## src/rtl/boneless_ext_pkg.sv

```systemverilog
// Shared types for the Boneless external-bus arbiter: bus word width,
// debug FSM states and read-owner tag.
package boneless_ext_pkg;

  localparam int WORD_W = 16;

  typedef enum logic [1:0] {
    ST_IDLE    = 2'd0,
    ST_RD_WAIT = 2'd1,
    ST_RD_RESP = 2'd2
  } state_t;

  typedef enum logic {
    OWN_CPU = 1'b0,
    OWN_DBG = 1'b1
  } owner_t;

endpackage

```

## src/rtl/boneless_ext_arbiter.sv

```systemverilog
// Shares the Boneless CPU external bus with a debug port. The CPU always wins
// combinationally; debug requests slip into idle cycles, one at a time.
module boneless_ext_arbiter
  import boneless_ext_pkg::*;
#(
  parameter int WAIT_LIMIT = 16
) (
  input  logic              clk,
  input  logic              rst,
  input  logic [WORD_W-1:0] cpu_ext_adr,
  input  logic              cpu_ext_re,
  input  logic              cpu_ext_we,
  input  logic [WORD_W-1:0] cpu_ext_dat_w,
  output logic [WORD_W-1:0] cpu_ext_dat_r,
  input  logic              dbg_valid,
  input  logic              dbg_we,
  input  logic [WORD_W-1:0] dbg_adr,
  input  logic [WORD_W-1:0] dbg_dat_w,
  output logic              dbg_ready,
  output logic              dbg_rvalid,
  output logic [WORD_W-1:0] dbg_dat_r,
  output logic              dbg_starved,
  output logic [WORD_W-1:0] ext_adr,
  output logic [WORD_W-1:0] ext_dat_w,
  output logic              ext_re,
  output logic              ext_we,
  input  logic [WORD_W-1:0] ext_dat_r
);

  localparam logic [7:0] LIMIT = 8'(WAIT_LIMIT);

  state_t            r_state;
  owner_t            r_owner;
  logic [WORD_W-1:0] r_ext_adr;
  logic [WORD_W-1:0] r_ext_dat_w;
  logic [WORD_W-1:0] r_cpu_hold;
  logic [WORD_W-1:0] r_dbg_dat_r;
  logic [7:0]        r_wait_cnt;
  logic              r_starved;

  logic              w_cpu_act;
  logic              w_accept;
  logic [7:0]        w_wait_nxt;

  assign w_cpu_act = cpu_ext_re | cpu_ext_we;
  // Acceptance is masked during reset so dbg_ready reads 0 while rst is high.
  assign w_accept  = !rst && (r_state == ST_IDLE) && dbg_valid && !w_cpu_act;

  always_comb begin
    ext_adr   = r_ext_adr;
    ext_dat_w = r_ext_dat_w;
    ext_re    = 1'b0;
    ext_we    = 1'b0;
    if (w_cpu_act) begin
      ext_adr   = cpu_ext_adr;
      ext_dat_w = cpu_ext_dat_w;
      ext_re    = cpu_ext_re;
      ext_we    = cpu_ext_we;
    end else if (w_accept) begin
      ext_adr   = dbg_adr;
      ext_dat_w = dbg_dat_w;
      ext_re    = !dbg_we;
      ext_we    = dbg_we;
    end
  end

  always_comb begin
    w_wait_nxt = r_wait_cnt;
    if (!dbg_valid || w_accept) begin
      w_wait_nxt = '0;
    end else if (r_state == ST_IDLE && r_wait_cnt != 8'hFF) begin
      w_wait_nxt = r_wait_cnt + 8'd1;
    end
  end

  always_ff @(posedge clk or posedge rst) begin
    if (rst) begin
      r_state     <= ST_IDLE;
      r_owner     <= OWN_CPU;
      r_ext_adr   <= '0;
      r_ext_dat_w <= '0;
      r_cpu_hold  <= '0;
      r_dbg_dat_r <= '0;
      r_wait_cnt  <= '0;
      r_starved   <= 1'b0;
    end else begin
      r_ext_adr   <= ext_adr;
      r_ext_dat_w <= ext_dat_w;
      r_wait_cnt  <= w_wait_nxt;
      r_starved   <= (w_wait_nxt >= LIMIT);
      if (cpu_ext_re) begin
        r_owner <= OWN_CPU;
      end else if (w_accept && !dbg_we) begin
        r_owner <= OWN_DBG;
      end
      if (r_owner == OWN_CPU) begin
        r_cpu_hold <= ext_dat_r;
      end
      case (r_state)
        ST_IDLE:    if (w_accept && !dbg_we) r_state <= ST_RD_WAIT;
        ST_RD_WAIT: begin
          r_dbg_dat_r <= ext_dat_r;
          r_state     <= ST_RD_RESP;
        end
        ST_RD_RESP: r_state <= ST_IDLE;
        default:    r_state <= ST_IDLE;
      endcase
    end
  end

  assign cpu_ext_dat_r = (r_owner == OWN_CPU) ? ext_dat_r : r_cpu_hold;
  assign dbg_ready     = w_accept;
  assign dbg_rvalid    = (r_state == ST_RD_RESP);
  assign dbg_dat_r     = r_dbg_dat_r;
  assign dbg_starved   = r_starved;

endmodule

```

## config.mk

```make
export PLATFORM = sky130hd
export DESIGN_NAME = boneless_ext_arbiter
export DESIGN_NICKNAME = d
export VERILOG_FILES = /design/src/rtl/boneless_ext_pkg.sv /design/src/rtl/boneless_ext_arbiter.sv
export SDC_FILE = /design/constraint.sdc
export NUM_CORES = 1
export LEC_CHECK = 0
export CORE_UTILIZATION = 35
export DETAILED_ROUTE_END_ITERATION = 16
export GPL_TIMING_DRIVEN = 0
export PLACE_DENSITY = 0.7
export SLEW_MARGIN = 20
export SYNTH_ARGS = -nofsm -noshare
export SYNTH_HDL_FRONTEND = slang
export SYNTH_SLANG_ARGS = --single-unit
```

## constraint.sdc

```tcl
create_clock -name clk -period 3.2 [get_ports clk]
set_input_delay 0.64 -clock clk [delete_from_list [all_inputs] [get_ports clk]]
set_output_delay 0.64 -clock clk [all_outputs]
set_load 0.05 [all_outputs]
```

==> results of run 1 <==
## per-stage QoR
step	instances	hold slack [ps]	setup slack (ps)
floorplan	268	508	40.3
global placement	530	478	-882
detailed placement	531	483	-704
CTS	545	504	56.5
global route	545	515	-31.1
finish	545	500	126
## worst max-delay path, delay by kind of cell
kind / cells / cell delay (ps)
compound gates: 1 / 220
buf+inv: 4 / 1120
mux: 1 / 80
simple gates: 2 / 380
## cell families (layout without fill, tap and decap cells)
family | Yosys count | after routing | share of synthesized area
and+or+nand+nor | 62 | 62 | 0.0898
muxes | 65 | 65 | 0.212
AOI/OAI and AO/OA | 45 | 45 | 0.0840
adders and majority gates | 1 | 1 | 0.00384
buffers and inverters | 18 | 187 | 0.0246
DFF | 76 | 76 | 0.583
xor gates and xnor gates | 1 | 1 | 0.00269
## how the worst max path moves through the flow
| stage | startpoint | end | slack (ps) |
|---|---|---|---|
| after floorplan | rst | ext_adr[10] | 40 |
| after global placement | rst | r_cpu_hold[13] | -880 |
| final | cpu_ext_we | ext_dat_w[4] | 130 |
| after detailed placement | rst | ext_adr[12] | -700 |
| after CTS | cpu_ext_we | ext_dat_w[14] | 60 |
| after global routing | cpu_ext_we | ext_dat_w[3] | -30 |
## synthesized netlist by cell type (all sizes together)
cell,count
dfrtp,76
nand2,35
mux2i,33
mux2,32
o21ai,32
clkbuf,10
nor2,6
nor3,5
buf,4
inv,4
a21oi,3
and2,3
a311oi,2
and3,2
nand3,2
nor2b,2
or2,2
a21o,1
a31oi,1
a41oi,1
and4,1
and4b,1
and4bb,1
ha,1
nand2b,1
o21a,1
o22ai,1
o311a,1
o31ai,1
o41ai,1
or4,1
xor2,1
## power by group
group	leakage (nW)	internal, mW	switching (mW)	total (mW)
Sequential	0.920	1.06	0.0399	1.10
Combinational	1.15	0.318	0.518	0.836
Clock	0.0783	0.280	0.370	0.651
Total	2.15	1.66	0.929	2.59
## layer usage
layer | share of wire | GRT usage | vias to the layer above
met5 | 0 | 0 | -
met4 | 0.0078 | 0.0482 | 0
met3 | 0.043 | 0.0567 | 4
met2 | 0.53 | 0.332 | 61
met1 | 0.42 | 0.216 | 1289
li1 | - | - | 1273
## what timing repair did
action / in CTS / in global routing
endpoints found under the setup margin: 44 / 27
gates resized for setup: 177 / 42
pin swaps: 0 / 0
## cell type report
class	count	area [sq um]	area share
well taps	108	135	0.0269
inverters	4	20.0	0.00398
multi-input cells	174	1280	0.254
clock inverters	6	41.3	0.00821
flip-flops and latches	76	1900	0.378
repair buffers	155	1460	0.289
plain buffers	12	68.8	0.0137
clock buffers	10	128	0.0254
## layout by cell type, fill, tap and decap left out, types with 4 or more instances in the layout
cell,count
dfrtp_1,76
clkdlybuf4s50_1,118
clkbuf_1,6
mux2_2,32
mux2i_1,33
nand2_1,35
o21ai_0,17
nor2_1,6
buf_2,14
clkbuf_8,9
clkdlybuf4s15_2,4
buf_4,15
o21ai_1,15
clkbuf_2,4
nor3_1,5
## sequential cells by signal, indices dropped and copies added (netlist names)
| signal | cells |
|---|---|
| dbg_dat_r | 16 |
| r_cpu_hold | 16 |
| r_ext_adr | 16 |
| r_ext_dat_w | 16 |
| r_wait_cnt | 8 |
| r_state | 2 |
| dbg_starved | 1 |
| r_owner | 1 |
==> results.tsv, run 1 <==
metric	value	unit
pin count of the biggest net entering global routing	40	
Mean Syn Cell Area	12.2	sq um
CTS H-tree lvls	3	
core outline area	8890	sq um
Crit Path Class	in -> out	
Filler cells	792	
reg2reg start	r_state[0]	
Die Y	98.5	um
root buffer cell	clkbuf_8	
GR Util All Layers	0.185	
RR Endpoint	r_ext_dat_w[11]	
hold path depth	1	
I/O pins	155	
CTS Hold Bufs	0	
final hold vios	0	
Pwr Density	514	nW/um^2
slowest stage delay, CP	440	ps
nets@finish	519	
Final Skew	11.3	ps
Post-Syn Area	3260	sq um
worst-skew pair later-pin latency	340	ps
reg2reg path depth	6	
leading area contributor after synthesis	dfrtp_1	
library cells used by synthesis	36	
setup_tns	0	ps
Initial Util	0.367	
Final Max Slew Viols	0	
global-route wire length before repair	13800	um
final core occ	0.566	
crit path DAT	2430	ps
CTS tree	yes	
DIE WIDTH	98.5	um
area grow syn2layout	54.2	%
Final Cycle Share	0.960	
Overall Power	2.59	mW
CP Data Required Time	2560	ps
Setup-failing EPs final	0	
# rows	34	
post-synth net total	355	
CP max FO	10	
layout cells sized above 1	0.213	
Worst slew margin	0.642	
critical path launch point type	primary input	
via/cell ratio	4.82	
1st-iter DRT viols	64	
f_max	0.325	GHz
run status	completed	
drt wl/cell	16.0	um
DP Area	4960	sq um
Hold Path Sink	r_cpu_hold[1]	
max-cap violations	0	
P_leak	2.15	nW
synthesized flop and latch total	76	
Final ANT Viol Nets	0	
post-synthesis sequential area ratio	0.583	
vias in the first global route	2778	
CP Cell Sequence	clkdlybuf4s50_1 > nor3_1 > nand3_1 > inv_4 > buf_6 > mux2i_1 > o21ai_0 > buf_2	
via count	2627	
Die ar.	9710	sq um
Yosys warning count	0	
Slew @ Worst Pin	535	ps
Final Cell Area	5030	sq um
Crit. End Element	output pin	
number of clock buffers inserted by TritonCTS	9	
number of diodes	0	
First-pass DRT Iterations	6	
HP Start	r_cpu_hold[1]	
Area contributors post-synth	dfrtp_1, mux2_2, mux2i_1	
Detailed Place HPWL	6530	um
Clock Path Buffers	2	
Routed WL	8720	um
Reg2Reg Setup Slack	1360	ps
GPL Wtd Cong	0.821	
Gate Count Post-Synth	268	
Port Buffers	154	
fin crit period	3070	ps
clk slew on worst S/H paths	70	ps
global route overflow	0	
Worst IR Drop VDD	0.000269	V
Max stage delay cell, worst path	clkdlybuf4s50_1	
clk sink count	76	
initial antenna violation count	0	
Hold Path Class	reg -> reg	
# DRC	0	
post-CTS setup buffers	0	
Synth top area share	0.583	
No activity file was read; power rests on OpenSTA's default activity.
==> run 2, diff against run 1 <==
--- a/config.mk
+++ b/config.mk
@@ -8,6 +8,7 @@
 export CORE_UTILIZATION = 35
 export DETAILED_ROUTE_END_ITERATION = 16
 export GPL_TIMING_DRIVEN = 0
+export HOLD_SLACK_MARGIN = 0.15
 export PLACE_DENSITY = 0.7
 export SLEW_MARGIN = 20
 export SYNTH_ARGS = -nofsm -noshare
==> results of run 2 <==
Same layout as run 1: the final DEF is identical, and so are final timing and power.
